--- src/rtl/instr_pkg.sv ---
// Shared MIPS encode/decode definitions: format codes, opcodes, error codes, loader FSM states.
// READBACK_CHECK_EN adds the readback states RD/CMP.
package instr_pkg;

    typedef enum logic [1:0] {
        FMT_R  = 2'b00,
        FMT_I  = 2'b01,
        FMT_J  = 2'b10,
        FMT_BR = 2'b11
    } fmt_e;

    localparam logic [5:0] OP_RTYPE = 6'd0;
    localparam logic [5:0] OP_J     = 6'd2;
    localparam logic [5:0] OP_BEQ   = 6'd4;
    localparam logic [5:0] OP_BNE   = 6'd5;
    localparam logic [5:0] OP_ADDI  = 6'd8;

    localparam logic [2:0] ERR_NONE    = 3'b000;
    localparam logic [2:0] ERR_ALIGN   = 3'b001;
    localparam logic [2:0] ERR_BRANGE  = 3'b010;
    localparam logic [2:0] ERR_JREGION = 3'b011;
    localparam logic [2:0] ERR_RDBACK  = 3'b100;

`ifdef READBACK_CHECK_EN
    typedef enum logic [2:0] {ST_IDLE, ST_ENC, ST_WR, ST_RD, ST_CMP} state_e;
`else
    typedef enum logic [1:0] {ST_IDLE, ST_ENC, ST_WR} state_e;
`endif

    // Offset fits the 16-bit word field when bits 31..17 are all sign copies.
    function automatic logic br_in_range(input logic [31:0] diff);
        return diff[31:17] == {15{diff[17]}};
    endfunction

endpackage

--- src/rtl/instruction_field_packer.sv ---
// Combinational MIPS word packer with target alignment / branch range / jump region checks.
// Branch and jump targets are resolved against pc_i + 4.
module instruction_field_packer
    import instr_pkg::*;
(
    input  logic [1:0]  fmt_i,
    input  logic [5:0]  op_i,
    input  logic [5:0]  funct_i,
    input  logic [4:0]  rs_i,
    input  logic [4:0]  rt_i,
    input  logic [4:0]  rd_i,
    input  logic [4:0]  shamt_i,
    input  logic [15:0] imm_i,
    input  logic [31:0] tgt_i,
    input  logic [31:0] pc_i,
    output logic [31:0] word_o,
    output logic        err_o,
    output logic [2:0]  code_o
);

    logic [31:0] pc4;
    logic [31:0] diff;

    assign pc4  = pc_i + 32'd4;
    assign diff = tgt_i - pc4;

    always_comb begin
        word_o = '0;
        unique case (fmt_e'(fmt_i))
            FMT_R:  word_o = {op_i, rs_i, rt_i, rd_i, shamt_i, funct_i};
            FMT_I:  word_o = {op_i, rs_i, rt_i, imm_i};
            FMT_J:  word_o = {op_i, tgt_i[27:2]};
            FMT_BR: word_o = {op_i, rs_i, rt_i, diff[17:2]};
            default: word_o = '0;
        endcase
    end

    always_comb begin
        code_o = ERR_NONE;
        if (fmt_i[1] && (tgt_i[1:0] != 2'b00)) begin
            code_o = ERR_ALIGN;
        end else if ((fmt_i == FMT_BR) && !br_in_range(diff)) begin
            code_o = ERR_BRANGE;
        end else if ((fmt_i == FMT_J) && (tgt_i[31:28] != pc4[31:28])) begin
            code_o = ERR_JREGION;
        end
    end

    assign err_o = (code_o != ERR_NONE);

endmodule

--- src/rtl/instruction_encoder_loader.sv ---
// Field-level instruction encoder that writes packed MIPS words into imem sequentially.
// Define READBACK_CHECK_EN to read each word back and flag mismatches.
module instruction_encoder_loader
    import instr_pkg::*;
#(
    parameter logic [31:0] BASE_ADDR = 32'h0000_0000,
    parameter int unsigned DEPTH     = 1024
) (
    input  logic                         clk,
    input  logic                         reset,
    input  logic                         load,
    input  logic                         in_valid,
    output logic                         in_ready,
    input  logic [1:0]                   fmt,
    input  logic [5:0]                   op,
    input  logic [5:0]                   funct,
    input  logic [4:0]                   rs,
    input  logic [4:0]                   rt,
    input  logic [4:0]                   rd,
    input  logic [4:0]                   shamt,
    input  logic [15:0]                  imm,
    input  logic [31:0]                  tgt,
    output logic                         imem_we,
    output logic [31:0]                  imem_addr,
    output logic [31:0]                  imem_wdata,
    output logic                         imem_re,
    input  logic [31:0]                  imem_rdata,
    output logic [31:0]                  pc,
    output logic [$clog2(DEPTH+1)-1:0]   count,
    output logic                         full,
    output logic                         err_valid,
    output logic [2:0]                   err_code,
    output logic                         err_flag
);

    localparam int CW = $clog2(DEPTH + 1);

    state_e         state_q;
    logic [1:0]     fmt_q;
    logic [5:0]     op_q, funct_q;
    logic [4:0]     rs_q, rt_q, rd_q, shamt_q;
    logic [15:0]    imm_q;
    logic [31:0]    tgt_q;
    logic [31:0]    pc_q, pc_d, addr_q, word_q;
    logic [CW-1:0]  count_q, count_d;
    logic           we_q, err_valid_q, err_flag_q;
    logic [2:0]     err_code_q;
    logic           full_w;
    logic [31:0]    pk_word;
    logic           pk_err;
    logic [2:0]     pk_code;

    instruction_field_packer u_packer (
        .fmt_i   (fmt_q),
        .op_i    (op_q),
        .funct_i (funct_q),
        .rs_i    (rs_q),
        .rt_i    (rt_q),
        .rd_i    (rd_q),
        .shamt_i (shamt_q),
        .imm_i   (imm_q),
        .tgt_i   (tgt_q),
        .pc_i    (pc_q),
        .word_o  (pk_word),
        .err_o   (pk_err),
        .code_o  (pk_code)
    );

    assign pc_d     = pc_q + 32'd4;
    assign count_d  = count_q + CW'(1);
    assign full_w   = (count_q == CW'(DEPTH));
    assign in_ready = (state_q == ST_IDLE) && !full_w && !load;

`ifdef READBACK_CHECK_EN
    logic re_q;
    assign imem_re = re_q & ~load;
`else
    logic unused_rdata;
    assign imem_re      = 1'b0;
    assign unused_rdata = ^imem_rdata;
`endif

    always_ff @(posedge clk or posedge reset) begin
        if (reset) begin
            state_q     <= ST_IDLE;
            fmt_q       <= '0;
            op_q        <= '0;
            funct_q     <= '0;
            rs_q        <= '0;
            rt_q        <= '0;
            rd_q        <= '0;
            shamt_q     <= '0;
            imm_q       <= '0;
            tgt_q       <= '0;
            pc_q        <= BASE_ADDR;
            addr_q      <= BASE_ADDR;
            word_q      <= '0;
            count_q     <= '0;
            we_q        <= 1'b0;
            err_valid_q <= 1'b0;
            err_flag_q  <= 1'b0;
            err_code_q  <= ERR_NONE;
`ifdef READBACK_CHECK_EN
            re_q        <= 1'b0;
`endif
        end else begin
            we_q        <= 1'b0;
            err_valid_q <= 1'b0;
`ifdef READBACK_CHECK_EN
            re_q        <= 1'b0;
`endif
            if (load) begin
                state_q    <= ST_IDLE;
                pc_q       <= BASE_ADDR;
                count_q    <= '0;
                err_flag_q <= 1'b0;
            end else begin
                unique case (state_q)
                    ST_IDLE: begin
                        if (in_valid && !full_w) begin
                            fmt_q   <= fmt;
                            op_q    <= op;
                            funct_q <= funct;
                            rs_q    <= rs;
                            rt_q    <= rt;
                            rd_q    <= rd;
                            shamt_q <= shamt;
                            imm_q   <= imm;
                            tgt_q   <= tgt;
                            state_q <= ST_ENC;
                        end
                    end
                    ST_ENC: begin
                        if (pk_err) begin
                            err_valid_q <= 1'b1;
                            err_code_q  <= pk_code;
                            err_flag_q  <= 1'b1;
                            state_q     <= ST_IDLE;
                        end else begin
                            word_q  <= pk_word;
                            addr_q  <= pc_q;
                            we_q    <= 1'b1;
                            state_q <= ST_WR;
                        end
                    end
                    ST_WR: begin
                        pc_q    <= pc_d;
                        count_q <= count_d;
`ifdef READBACK_CHECK_EN
                        re_q    <= 1'b1;
                        state_q <= ST_RD;
`else
                        state_q <= ST_IDLE;
`endif
                    end
`ifdef READBACK_CHECK_EN
                    ST_RD: state_q <= ST_CMP;
                    ST_CMP: begin
                        // Readback data lands the cycle after imem_re.
                        if (imem_rdata != word_q) begin
                            err_valid_q <= 1'b1;
                            err_code_q  <= ERR_RDBACK;
                            err_flag_q  <= 1'b1;
                        end
                        state_q <= ST_IDLE;
                    end
`endif
                    default: state_q <= ST_IDLE;
                endcase
            end
        end
    end

    // A load arriving during WR kills the write already in flight.
    assign imem_we    = we_q & ~load;
    assign imem_addr  = addr_q;
    assign imem_wdata = word_q;
    assign pc         = pc_q;
    assign count      = count_q;
    assign full       = full_w;
    assign err_valid  = err_valid_q;
    assign err_code   = err_code_q;
    assign err_flag   = err_flag_q;

endmodule

--- config.mk ---
export PLATFORM = sky130hd
export DESIGN_NAME = instruction_encoder_loader
export DESIGN_NICKNAME = d
export VERILOG_FILES = /design/src/rtl/instr_pkg.sv /design/src/rtl/instruction_field_packer.sv /design/src/rtl/instruction_encoder_loader.sv
export SDC_FILE = /design/constraint.sdc
export NUM_CORES = 1
export LEC_CHECK = 0
export ABC_AREA = 1
export BUFFER_PORTS_ARGS = -buffer_cell sky130_fd_sc_hd__buf_2
export CAP_MARGIN = 5
export CORE_MARGIN = 4
export CORE_UTILIZATION = 35
export DETAILED_ROUTE_END_ITERATION = 12
export SLEW_MARGIN = 20
export SYNTH_ARGS = -nofsm -noshare
export SYNTH_HDL_FRONTEND = slang
export SYNTH_SLANG_ARGS = --single-unit
--- constraint.sdc ---
create_clock -name clk -period 5.3 [get_ports clk]
set_input_delay 0.53 -clock clk [delete_from_list [all_inputs] [get_ports clk]]
set_output_delay 0.53 -clock clk [all_outputs]
set_load 0.1 [all_outputs]
# After elaboration in Yosys (flattened, before gate mapping)

Cells that the tools add are included.

Word-level logic and storage cells: 74
Bits of input ports: 118
Output and inout bits: 116
Register bits: 197

Add/subtract/negate cells: 3
Eq/ne operators: 9
Bitwise gates (word level): 3
Reduce and logical (&&, ||, !) cells: 20
Mux-type cells: 21

Operators by type and width:

| kind                                                 | count |
|---|---|
| case mux 32 bit (4 select lines)                     | 1 |
| 2-to-1 mux 32 bit                                    | 2 |
| adder 32 x 3 -> 32 bit (second input constant)       | 1 |
| subtractor 32 bit                                    | 1 |
| 2-to-1 mux 11 bit                                    | 2 |
| equality test 14 bit                                 | 1 |
| adder 11 x 1 -> 11 bit (second input constant)       | 1 |
| equality test 11 bit (second input constant)         | 1 |
| 2-to-1 mux 1 bit                                     | 9 |
| AND reduction 3 bit                                  | 3 |
| 2-to-1 mux 2 bit                                     | 4 |
| nonzero test 2 bit                                   | 4 |
| equality test 2 bit (second input constant)          | 3 |
| logical AND 1 bit                                    | 6 |
| 2-to-1 mux 3 bit                                     | 2 |
| equality test 2 x 1 -> 1 bit (second input constant) | 2 |
| logical NOT 2 bit                                    | 2 |
| != test 4 bit                                        | 1 |
| case mux 2 bit (2 select lines)                      | 1 |
| logical NOT 1 bit                                    | 3 |
| != test 3 x 2 -> 1 bit (second input constant)       | 1 |
| nonzero test 3 bit                                   | 1 |
| inverter 1 bit                                       | 2 |
| AND reduction 2 bit                                  | 1 |
| bitwise AND 1 bit                                    | 1 |

# Longest topological paths before layout

Gate-level depths: netlist (run 1).

Depth after elaboration: 11
Depth in mapped cells: 32
Mapped depth without buffers: 32

# By module

A second synthesis (run 1) with hierarchy kept.

Cells, all modules: 1804
Area total of the unflattened synthesis: 12263.0 µm²

By module, submodules not included:

| module                     | cells each | sequential area each (µm²) | area each (µm²) | instances |
|---|---|---|---|---|
| instruction_encoder_loader | 979        | 4829.6                     | 8384.3          | 1 |
| instruction_field_packer   | 825        | 0.0                        | 3878.7          | 1 |

# Worst setup path after synthesis (run 1)

OpenSTA, ideal clock, no wires.

Kind: flip-flop to flip-flop
Start: register count_q[1] (netlist: count[1])
End: register fmt_q[0]
Clock period less this slack: 7687 ps
Setup slack: -2387 ps
Buffers on the path: 2
Setup time: 117 ps
Arrival time: 7570 ps
Cell stages (with the launch flop): 12
Data required time: 5183 ps
Path through: dfrtp_1 -> inv_1 -> ha_1 -> nand4_1 -> nor4_1 -> nor4_1 -> nand2_1 -> inv_1 -> clkbuf_1 -> buf_1 -> nand2_1 -> nand2_1

Word-level cells in the longest chain between the ends: 4

Ends and longest elaborated chain:

| item                          | RTL line                          | source |
|---|---|---|
| start: declaration            | instruction_encoder_loader.sv:45  | `logic [CW-1:0] count_q, count_d;` |
| start signal: assignment      | instruction_encoder_loader.sv:148 | `count_q <= count_d;` |
| equality test 11 bit          | instruction_encoder_loader.sv:71  | `assign full_w = (count_q == CW'(DEPTH));` |
| net full                      | instruction_encoder_loader.sv:30  | `output logic full,` |
| logical NOT 1 bit             | instruction_encoder_loader.sv:120 | `if (in_valid && !full_w) begin` |
| logical AND 1 bit             | instruction_encoder_loader.sv:120 |  |
| AND reduction 3 bit (no line) | -                                 |  |
| end signal: assignment        | instruction_encoder_loader.sv:121 | `fmt_q <= fmt;` |
| end: declaration              | instruction_encoder_loader.sv:39  | `logic [1:0] fmt_q;` |

The timed path passes the listed nets, and every way through them passes these cells.
A chain may end at the register's enable or synchronous reset.

# Worst setup path in the final report (run 1)

Start: register pc_q[3] (netlist: pc[3])
End: register word_q[0] (netlist: imem_wdata[0])

Word-level cells in the longest chain between the ends: 10
Elaborated cells on any way between the ends: 13
Classes of those cells: add/sub (2); eq/ne (2); mux (3); bitwise (1); reduce/logical (5)

Ends and longest elaborated chain:

| item                              | RTL line                          | source |
|---|---|---|
| start: declaration                | instruction_encoder_loader.sv:44  | `logic [31:0] pc_q, pc_d, addr_q, word_q;` |
| start signal: assignment          | instruction_encoder_loader.sv:147 | `pc_q <= pc_d;` |
| adder 32 x 3 -> 32 bit (*)        | instruction_field_packer.sv:24    | `assign pc4 = pc_i + 32'd4;` |
| subtractor 32 bit                 | instruction_field_packer.sv:25    | `assign diff = tgt_i - pc4;` |
| equality test 14 bit              | instr_pkg.sv:32                   | `return diff[31:17] == {15{diff[17]}};` |
| logical NOT 1 bit                 | instruction_field_packer.sv:42    | `end else if ((fmt_i == FMT_BR) && !br_in_range(diff)) begin` |
| logical AND 1 bit                 | instruction_field_packer.sv:42    |  |
| 2-to-1 mux 3 bit (*)              | instruction_field_packer.sv:42    |  |
| 2-to-1 mux 3 bit (*)              | instruction_field_packer.sv:40    | `if (fmt_i[1] && (tgt_i[1:0] != 2'b00)) begin` |
| nonzero test 3 bit (*)            | instruction_field_packer.sv:49    | `assign err_o = (code_o != ERR_NONE);` |
| inverter 1 bit (no line) (*)      | -                                 |  |
| AND reduction 3 bit (no line) (*) | -                                 |  |
| end signal: assignment            | instruction_encoder_loader.sv:140 | `word_q <= pk_word;` |
| end: declaration                  | instruction_encoder_loader.sv:44  |  |

Every way passes the cells marked *; elsewhere a longest branch is shown, timed or not.

==> run summary, run 1 <==
Adder-Cell Fraction of Synth Area: 0.0361
Share of cells above drive strength 1: 0.155
Worst path arrival time: 5.06 ns
DIE WIDTH: 186 microns
Synth warn: 0
Starting Density: 0.359
Drt drc: 0
Placed cell area: 0.0125 sq mm
Crit end category: flip-flop
Mux cell area share after synthesis: 0.00203
Slew @ Worst Pin: 1.08 ns
Post-Place Setup Slack: 0.479 ns
Critical R2R Launch: pc[3]
Largest net degree at the start of global routing: 161
P_sw: 0.00286 W
Mapped Cells: 1585
Clk pwr share: 0.238
# IOs: 234
Delay of the slowest cell on the worst path: 0.46 ns
Post-CTS setup buffers: 0
Avg Inst Size Synth: 7.00 sq um
Total number of vias: 10.5k
CTS tree: done
R2R depth: 29
FP Rows: 64
CP max FO: 56
Total routed wirelength: 34500 microns
Peak supply drop: 0.389 mV
Number of diodes: 0
GRT Total Usage: 0.203
Crit path kind: flip-flop to flip-flop
Die Y: 186 microns
Clk root buf: clkbuf_16
Main synth FF type: dfrtp_1
Endpoints failing setup: 0
Static Leakage: 7.38 nW
CTS Hold Bufs: 0
Critical Path RT: 5.65 ns
1st-pass router iterations: 5
Synth Area in Compound Gates: 0.0546
NumNets Final: 1907
HP Class: primary input to async pin
Fin area: 0.0131 sq mm
Post-synth EDFFs: 0
Most common cell after layout, fill and taps aside: nand2_1
F_max: 0.212 GHz
Vias in the first global route: 10.1k
Htree depth: 4
Post-detail-place hpwl: 25300 microns
Clk_skew: 0.0147 ns
Synthesized flop and latch total: 192
Share of power burned in registers: 0.323
Synth Area in Simple Gates: 0.361
Status: completed
Post-route minimum period: 4.71 ns
Starting DRT DRC Count: 743
CTS Sinks: 192
Post-Syn Area: 0.0111 sq mm
Total CTS buffers: 17
CP max stage cell: ha_1
Max Cap Viol: 0
RSZ-0062 raised after global routing: no
Switching share of power: 0.492
Avg WL per Cell: 15.9 microns
Post-Synth XOR/XNOR Area: 0.0174
Grt total ovfl: 0
Area growth, synth to finish: 18.3%
Antenna-violating nets left: 0
Fillers: 3210
R2R Path End: imem_wdata[0]
Later-pin clock latency in the skew report: 0.46 ns
Most frequent cells in the layout: 725 x nand2_1, 195 x buf_2, 194 x inv_1
Setup WS post-layout: 0.589 ns
First-pass GRT wire length: 55000 microns
Initial antenna violation count: 0
Asr flop ratio synth: 1.00
CP Launch Type: flip-flop
Vias per cell: 4.86
Largest family of logic cells by synthesized area: simple AND/OR/NAND/NOR gates
Clock Tree Buf Depth: 2
Fin. Hold Viols: 0
Sequential share of the synthesized area: 0.433
Final Max Tran Viols: 0
Cell internal pwr: 0.00296 W
Die Area: 0.0346 sq mm
Setup TNS: 0 ns
IO buf count: 195
Most frequent cell on the critical path: nand2_1
Slew headroom: 0.276
PwrDens: 443 mW/mm^2
Post-synth cell types: 34
Comb power frac: 0.439
Register-to-Register Setup Slack: 0.59 ns
Core ar.: 0.0309 sq mm
Final RePlAce weighted congestion: 0.957
Design Power: 0.00582 W
Clk pin slew, worst setup/hold paths: 0.08 ns
Final worst-path cycle share: 0.889
==> power by group through the flow <==
stage                     registers [W]  clock network (W)  logic, W
after global placement          0.00190                  0   0.00254
after floorplan                 0.00286                  0   0.00105
after global routing            0.00191            0.00148   0.00278
after CTS                       0.00188            0.00142   0.00257
after detailed placement        0.00190                  0   0.00256
final                           0.00188            0.00139   0.00255
==> sequential cells by signal, indices dropped and copies added (netlist names), 5 cells and up <==
signal / flops
imem_addr: 30
pc: 30
rs_q: 5
tgt_q: 32
rt_q: 5
rd_q: 5
count: 11
shamt_q: 5
imm_q: 16
op_q: 6
funct_q: 6
imem_wdata: 32
==> repair_timing <==
action	in CTS	in global routing
endpoints found under the setup margin	0	62
hold endpoints to repair	0	0
gates resized for setup	0	3
==> cell usage after synthesis, types with 2 or more instances <==
| cell type | count | share of area |
|---|---|---|
| nand2_1 | 726 | 0.25 |
| inv_1 | 196 | 0.066 |
| dfrtp_1 | 192 | 0.43 |
| nand4_1 | 83 | 0.047 |
| nor2_1 | 71 | 0.024 |
| nand3_1 | 56 | 0.025 |
| o21ai_0 | 45 | 0.020 |
| clkbuf_1 | 41 | 0.014 |
| ha_1 | 32 | 0.036 |
| a21oi_1 | 29 | 0.013 |
| o22ai_1 | 24 | 0.014 |
| xor2_1 | 21 | 0.017 |
| buf_4 | 14 | 0.0095 |
| nor3_1 | 12 | 0.0054 |
| or2_2 | 5 | 0.0028 |
| buf_6 | 4 | 0.0041 |
| nand2_2 | 4 | 0.0023 |
| nand3b_1 | 4 | 0.0027 |
| nor4_1 | 4 | 0.0023 |
| o2111ai_1 | 4 | 0.0032 |
| buf_1 | 3 | 0.0010 |
| and2_1 | 2 | 0.0011 |
| mux2_2 | 2 | 0.0020 |
==> routing by layer <==
| metal | share of wire | track usage |
|---|---|---|
| met1 | 0.50 | 0.311 |
| met2 | 0.43 | 0.302 |
| met3 | 0.064 | 0.0338 |
| met5 | 0 | 0 |
| met4 | 0.011 | 0.0414 |
==> worst max-delay path, delay by kind of cell, from the launching register on <==
family	cells	cell delay [ns]
buffers and inverters	3	0.44
DFF	1	0.42
adders and majority gates	2	0.68
and+or+nand+nor	23	2.81
AOI/OAI and AO/OA	1	0.22
==> through the flow <==
| stage | cells | utilization | hold slack [ns] |
|---|---|---|---|
| final | 2166 | 0.425 | 0.195 |
| after global routing | 2166 | 0.425 | 0.251 |
| after CTS | 2166 | 0.424 | 0.212 |
| after detailed placement | 2134 | 0.404 | 0.461 |
| after global placement | 2134 | 0.404 | 0.457 |
| after floorplan | 1590 | - | 0.444 |
==> area by class of cell <==
cell class / instances / area (sq um) / share of cell area
well taps: 396 / 495 / 0.0378
multi-input cells: 1139 / 5310 / 0.404
flip-flops and latches: 192 / 4820 / 0.367
clock inverters: 14 / 194 / 0.0148
repair buffers: 210 / 1130 / 0.0861
clock buffers: 18 / 439 / 0.0335
inverters: 197 / 744 / 0.0567
==> worst max-delay path by stage <==
stage,from,to,slack [ns],cells after the start
2_1_floorplan,pc[2],imem_addr[17],0.49,30
3_3_place_gp,pc[3],imem_addr[25],0.55,28
3_5_place_dp,pc[3],imem_addr[23],0.48,27
4_1_cts,pc[3],imem_addr[23],0.43,27
5_1_grt,pc[3],imem_wdata[5],0.09,29
6_report,pc[3],imem_wdata[0],0.59,29
==> cells by family (layout without fill, tap and decap cells) <==
logic type | Yosys count | count (layout)
buf+inv | 259 | 439
fa+ha+maj | 32 | 32
mux | 2 | 2
simple gates | 969 | 969
compound gates | 108 | 108
xor+xnor | 22 | 22
flops | 192 | 192
other cells | 1 | 6
Note: power is estimated with default switching activity, not from simulation.
==> run 2, diff against run 1 <==
==> constraint.sdc (replaced) <==
create_clock -name clk -period 5.74 [get_ports clk]
set_input_delay 0.574 -clock clk [delete_from_list [all_inputs] [get_ports clk]]
set_output_delay 0.574 -clock clk [all_outputs]
set_load 0.1 [all_outputs]
==> run summary, run 2 (synthesis results as in run 1) <==
Drt drc: 0 (unchanged)
Antenna-violating nets left: 0 (unchanged)
Area growth, synth to finish: 17.9%
GRT Total Usage: 0.201 (-0.00176)
Htree depth: 4 (unchanged)
CTS Hold Bufs: 0 (unchanged)
Starting DRT DRC Count: 689 (-7.3%)
Post-route minimum period: 5.11 ns (+0.397 ns)
Clock Tree Buf Depth: 2 (unchanged)
NumNets Final: 1904 (-0.16%)
Crit path kind: flip-flop to flip-flop
# placed instances: 2131 (-0.14%)
Fillers: 3258 (+1.5%)
1st-pass router iterations: 6 (+1)
Status: completed
Final RePlAce weighted congestion: 0.975 (+1.9%)
CP delay by family, top: simple AND/OR/NAND/NOR gates
Total CTS buffers: 17 (unchanged)
Grt total ovfl: 0 (unchanged)
Seq. cell area: 0.00482 sq mm (unchanged)
PwrDens: 410 mW/mm^2 (-7.5%)
Post-CTS setup buffers: 0 (unchanged)
Vias per cell: 4.96 (+2.2%)
Die Area: 0.0346 sq mm (unchanged)
Initial antenna violation count: 0 (unchanged)
Clk pin slew, worst setup/hold paths: 0.08 ns (about the same)
Finished Layout Cells: 2163 (-0.14%)
Worst path arrival time: 5.43 ns (+0.37 ns)
Slew @ Worst Pin: 1.10 ns (+0.0132 ns)
Post-detail-place hpwl: 25200 microns (-0.29%)
Core ar.: 0.0309 sq mm (unchanged)
Starting Density: 0.359 (unchanged)
Clk root buf: clkbuf_16
FP Rows: 64 (unchanged)
Largest net degree at the start of global routing: 156 (-3.1%)
Endpoints failing setup: 0 (unchanged)
Final Max Tran Viols: 0 (unchanged)
HP Class: primary input to async pin
Static Leakage: 7.35 nW (-0.37%)
Total routed wirelength: 34600 microns (+0.34%)
CTS tree: done
Max Cap Viol: 0 (unchanged)
Share of cells above drive strength 1: 0.153 (-0.00257)
# IOs: 234 (unchanged)
Crit end category: flip-flop
RSZ-0062 raised after global routing: no
Most frequent cells in the layout: 725 x nand2_1, 195 x buf_2, 194 x inv_1
Slew headroom: 0.267 (-0.00883)
CP startpoint: pc[2]
Vias in the first global route: 10.1k (-0.15%)
Most common cell after layout, fill and taps aside: nand2_1
Clk_skew: 0.0296 ns (+0.0150 ns)
Critical R2R Launch: pc[2]
Later-pin clock latency in the skew report: 0.45 ns (about the same)
Die Y: 186 microns (unchanged)
Number of diodes: 0 (unchanged)
CP Launch Type: flip-flop
Avg WL per Cell: 16.0 microns (+0.48%)
F_max: 0.196 GHz (-7.8%)
CP max stage cell: dfrtp_1
Footprint of the multi-input gates: 0.00529 sq mm (-0.24%)
Fin. Hold Viols: 0 (unchanged)
IO buf count: 195 (unchanged)
Total number of vias: 10.7k (+2.1%)
Most frequent cell on the critical path: nand2_1
Critical Path RT: 6.07 ns (+0.42 ns)
Final worst-path cycle share: 0.890 (+0.00111)
CTS Sinks: 192 (unchanged)
DIE WIDTH: 186 microns (unchanged)
Setup TNS: 0 ns (unchanged)
Crit path buf inv count: 4 (+1)
First-pass GRT wire length: 55000 microns (about the same)
Peak supply drop: 0.399 mV (+2.6%)
CP max FO: 39 (-30%)
Delay of the slowest cell on the worst path: 0.53 ns (+0.07 ns)
Post-CTS resize count: 0 (unchanged)
run 2: cell types whose count changed in the layout (fill, tap and decap cells not counted), sizes merged:
cell / change
clkinv: -2
inv: +1
clkinvlp: +1
buf: -3
run 2: final timing paths:
kind	endpoint	slack, ns	cells past startpoint
setup / recovery	imem_wdata[3]	0.63	30
hold / removal	imem_addr[6]	0.31	2
setup reg to reg	imem_wdata[3]	0.63	30
hold reg to reg	imem_addr[8]	0.48	2
max in group asynchronous	pc[8]	4.03	3
min in group clk	tgt_q[22]	0.31	3
run 2: cell type report:
class	instances	area share
multi-input cells	1139	0.405
flip-flops and latches	192	0.368
repair buffers	207	0.0844
clock buffers	18	0.0336
well taps	396	0.0379
inverters	197	0.0568
clock inverters	14	0.0143
run 2: worst reg2reg max path, delay by kind of cell, from the launching register on:
family,cells,cell delay [ns]
AOI/OAI and AO/OA,1,0.23
xor gates and xnor gates,1,0.33
adders and majority gates,2,0.62
buffers and inverters,4,0.52
DFF,1,0.53
and+or+nand+nor,22,2.76
run 2: stage by stage:
stage	setup WS, ns	utilization	area (sq um)	hold WS [ns]	total power [W]
final	0.632	0.423	13100	0.306	0.00536
after global routing	0.0341	0.423	13100	0.297	0.00569
after CTS	0.616	0.423	13100	0.294	0.00541
after detailed placement	0.637	0.403	12500	0.461	0.00413
after global placement	0.682	0.403	12500	0.457	0.00411
after floorplan	0.929	-	11100	0.444	0.00361
run 2: routing by layer:
layer | routed length (microns) | global-route usage
met3 | 2020 | 0.0307
met5 | 0 | 0
met1 | 17500 | 0.308
met4 | 361 | 0.0391
met2 | 14800 | 0.303
run 2: power breakdown:
group          total [W]  switching (W)  internal [W]
clock            0.00126       0.000618      0.000642
sequential       0.00173       0.000151       0.00158
combinational    0.00237        0.00187      0.000505
total            0.00536        0.00263       0.00273
==> run 3, diff against run 2 <==
--- a/config.mk
+++ b/config.mk
@@ -6,11 +6,12 @@
 export NUM_CORES = 1
 export LEC_CHECK = 0
 export ABC_AREA = 1
-export BUFFER_PORTS_ARGS = -buffer_cell sky130_fd_sc_hd__buf_2
 export CAP_MARGIN = 5
+export CORE_ASPECT_RATIO = 2
 export CORE_MARGIN = 4
 export CORE_UTILIZATION = 35
 export DETAILED_ROUTE_END_ITERATION = 12
+export DONT_BUFFER_PORTS = 1
 export SLEW_MARGIN = 20
 export SYNTH_ARGS = -nofsm -noshare
 export SYNTH_HDL_FRONTEND = slang
==> run summary, run 3 (synthesis results as in run 1) <==
Area growth, synth to finish: 11.5%
Antenna-violating nets left: 0 (unchanged)
Total CTS buffers: 17 (unchanged)
Vias per cell: 4.98 (+0.37%)
Later-pin clock latency in the skew report: 0.46 ns (about the same)
DIE WIDTH: 134 microns (-28%)
Drt drc: 0 (unchanged)
CTS Sinks: 192 (unchanged)
Setup TNS: 0 ns (unchanged)
Post-Route Utilization: 0.393 (-0.0297)
Grt total ovfl: 0 (unchanged)
Initial antenna violation count: 1 (+1)
Total routed wirelength: 36700 microns (+5.9%)
Max Cap Viol: 0 (unchanged)
Max Used Layer: met4
Avg WL per Cell: 18.1 microns (+13%)
Starting DRT DRC Count: 538 (-22%)
PwrDens: 424 mW/mm^2 (+3.5%)
Worst path arrival time: 5.40 ns (-0.03 ns)
# IOs: 234 (unchanged)
CTS tree: done
CP Launch Type: flip-flop
CP max FO: 38 (-2.6%)
1st-pass router iterations: 8 (+2)
RSZ-0062 raised after global routing: no
Met3 WL post-DR: 1600 microns (-21%)
IO buf count: 0 (-100%)
Met2 WL post-DR: 20100 microns (+36%)
Slew @ Worst Pin: 1.07 ns (-0.0263 ns)
Post-CTS resize count: 0 (unchanged)
First-pass GRT wire length: 56800 microns (+3.2%)
# placed instances: 1994 (-6.4%)
Critical R2R Launch: pc[3]
Most frequent cells in the layout: 725 x nand2_1, 194 x inv_1, 183 x dfrtp_1
F_max: 0.198 GHz (+1.1%)
NumNets Final: 1741 (-8.6%)
Delay of the slowest cell on the worst path: 0.41 ns (-0.12 ns)
Metal-1 WL: 13100 microns (-25%)
Htree depth: 4 (unchanged)
Post-detail-place hpwl: 28400 microns (+13%)
Peak supply drop: 0.329 mV (-18%)
Crit path kind: flip-flop to flip-flop
Post-route minimum period: 5.05 ns (-0.0545 ns)
GRT Total Usage: 0.213 (+0.0117)
Worst Hold Path EP: count[2]
Fin. Hold Viols: 0 (unchanged)
WHS Path Cells: 1
Vias in the first global route: 10.3k (+1.8%)
Fillers: 3300 (+1.3%)
Most frequent cell on the critical path: nand2_1
Slew headroom: 0.286 (+0.0195)
R2R depth: 29 (-3.3%)
Endpoints failing setup: 0 (unchanged)
FP Rows: 92 (+44%)
Hold wc startpoint: load
Final RePlAce weighted congestion: 0.962 (-1.4%)
Clk_skew: 0.0183 ns (-0.0113 ns)
Number of diodes: 0 (unchanged)
Status: completed
Final Max Tran Viols: 0 (unchanged)
Finished Layout Cells: 2027 (-6.3%)
Clk pin slew, worst setup/hold paths: 0.08 ns (about the same)
Register-to-Register Setup Slack: 0.69 ns (+0.05 ns)
Static Leakage: 6.59 nW (-10%)
Final worst-path cycle share: 0.880 (-0.00950)
Largest net degree at the start of global routing: 72 (-54%)
Total number of vias: 10.1k (-5.9%)
Clock Tree Buf Depth: 2 (unchanged)
Crit end category: flip-flop
Die Area: 0.0348 sq mm (+0.50%)
Core ar.: 0.0314 sq mm (+1.7%)
HP Class: primary input to flip-flop
Starting Density: 0.353 (-0.00589)
Clk root buf: clkbuf_16
CP max stage cell: ha_1
R2R Path End: imem_addr[13]
Critical Path RT: 6.08 ns (about the same)
Most common cell after layout, fill and taps aside: nand2_1
Share of cells above drive strength 1: 0.0661 (-0.0867)
Die Y: 260 microns (+40%)
run 3: cell types whose count changed in the layout (fill, tap and decap cells not counted), sizes merged:
cell / previous run / this run
buf: 207 / 43
bufinv: 1 / 2
clkbuf: 18 / 20
clkinv: 7 / 3
clkinvlp: 2 / 4
dlygate4sd3: 0 / 1
inv: 201 / 200
run 3: how the worst max path moves through the flow:
stage               slack [ns]             to   from  cells after the start
floorplan                 0.93  imem_addr[17]  pc[2]                     30
global placement          0.83  imem_addr[12]  pc[5]                     28
detailed placement        0.72  imem_addr[13]  pc[5]                     28
CTS                       0.68  imem_addr[13]  pc[5]                     28
global route              0.20  imem_addr[13]  pc[3]                     29
finish                    0.69  imem_addr[13]  pc[3]                     29
run 3: area by class of cell:
type / count / area [sq um] / area share
clock buffer: 20 / 457 / 0.0369
clock inverter: 12 / 148 / 0.0119
inverter: 197 / 743 / 0.0601
multi-input combinational: 1139 / 5310 / 0.429
sequential: 192 / 4820 / 0.390
tap: 423 / 529 / 0.0428
timing repair buffer: 44 / 365 / 0.0296
run 3: worst max-delay path: cells and delay by family, from the launching register on:
| kind | cells | cell delay [ns] |
|---|---|---|
| AO/OA/AOI/OAI | 1 | 0.16 |
| adder cells (fa/ha/maj) | 2 | 0.61 |
| buffers and inverters | 3 | 0.51 |
| flip-flops | 1 | 0.38 |
| AND/OR/NAND/NOR | 23 | 3.24 |
run 3: power by group:
group | total [W] | internal (W) | switching, W
registers | 0.00271 | 0.00156 | 0.00115
clock network | 0.00124 | 0.000676 | 0.000569
logic | 0.00129 | 0.000399 | 0.000894
total | 0.00525 | 0.00263 | 0.00261
run 3: through the flow:
step                      area [sq um]  total power, W  hold slack, ns  setup WS (ns)
after global routing             12400         0.00552           0.165          0.202
final                            12400         0.00525           0.181          0.686
after floorplan                  11100         0.00361           0.444          0.929
after detailed placement         11700         0.00403           0.340          0.719
after CTS                        12400         0.00528           0.158          0.683
after global placement           11700         0.00401           0.340          0.825
run 3: timing repair:
item,in CTS,in global routing
hold buffers,1,0
endpoints found under the hold margin,4,0
setup buffers,0,0
run 3: layer usage:
metal,GRT usage,up-vias
met4,0.108,0
met3,0.0327,80
met2,0.405,325
li1,-,4995
met1,0.222,4699
met5,0,-
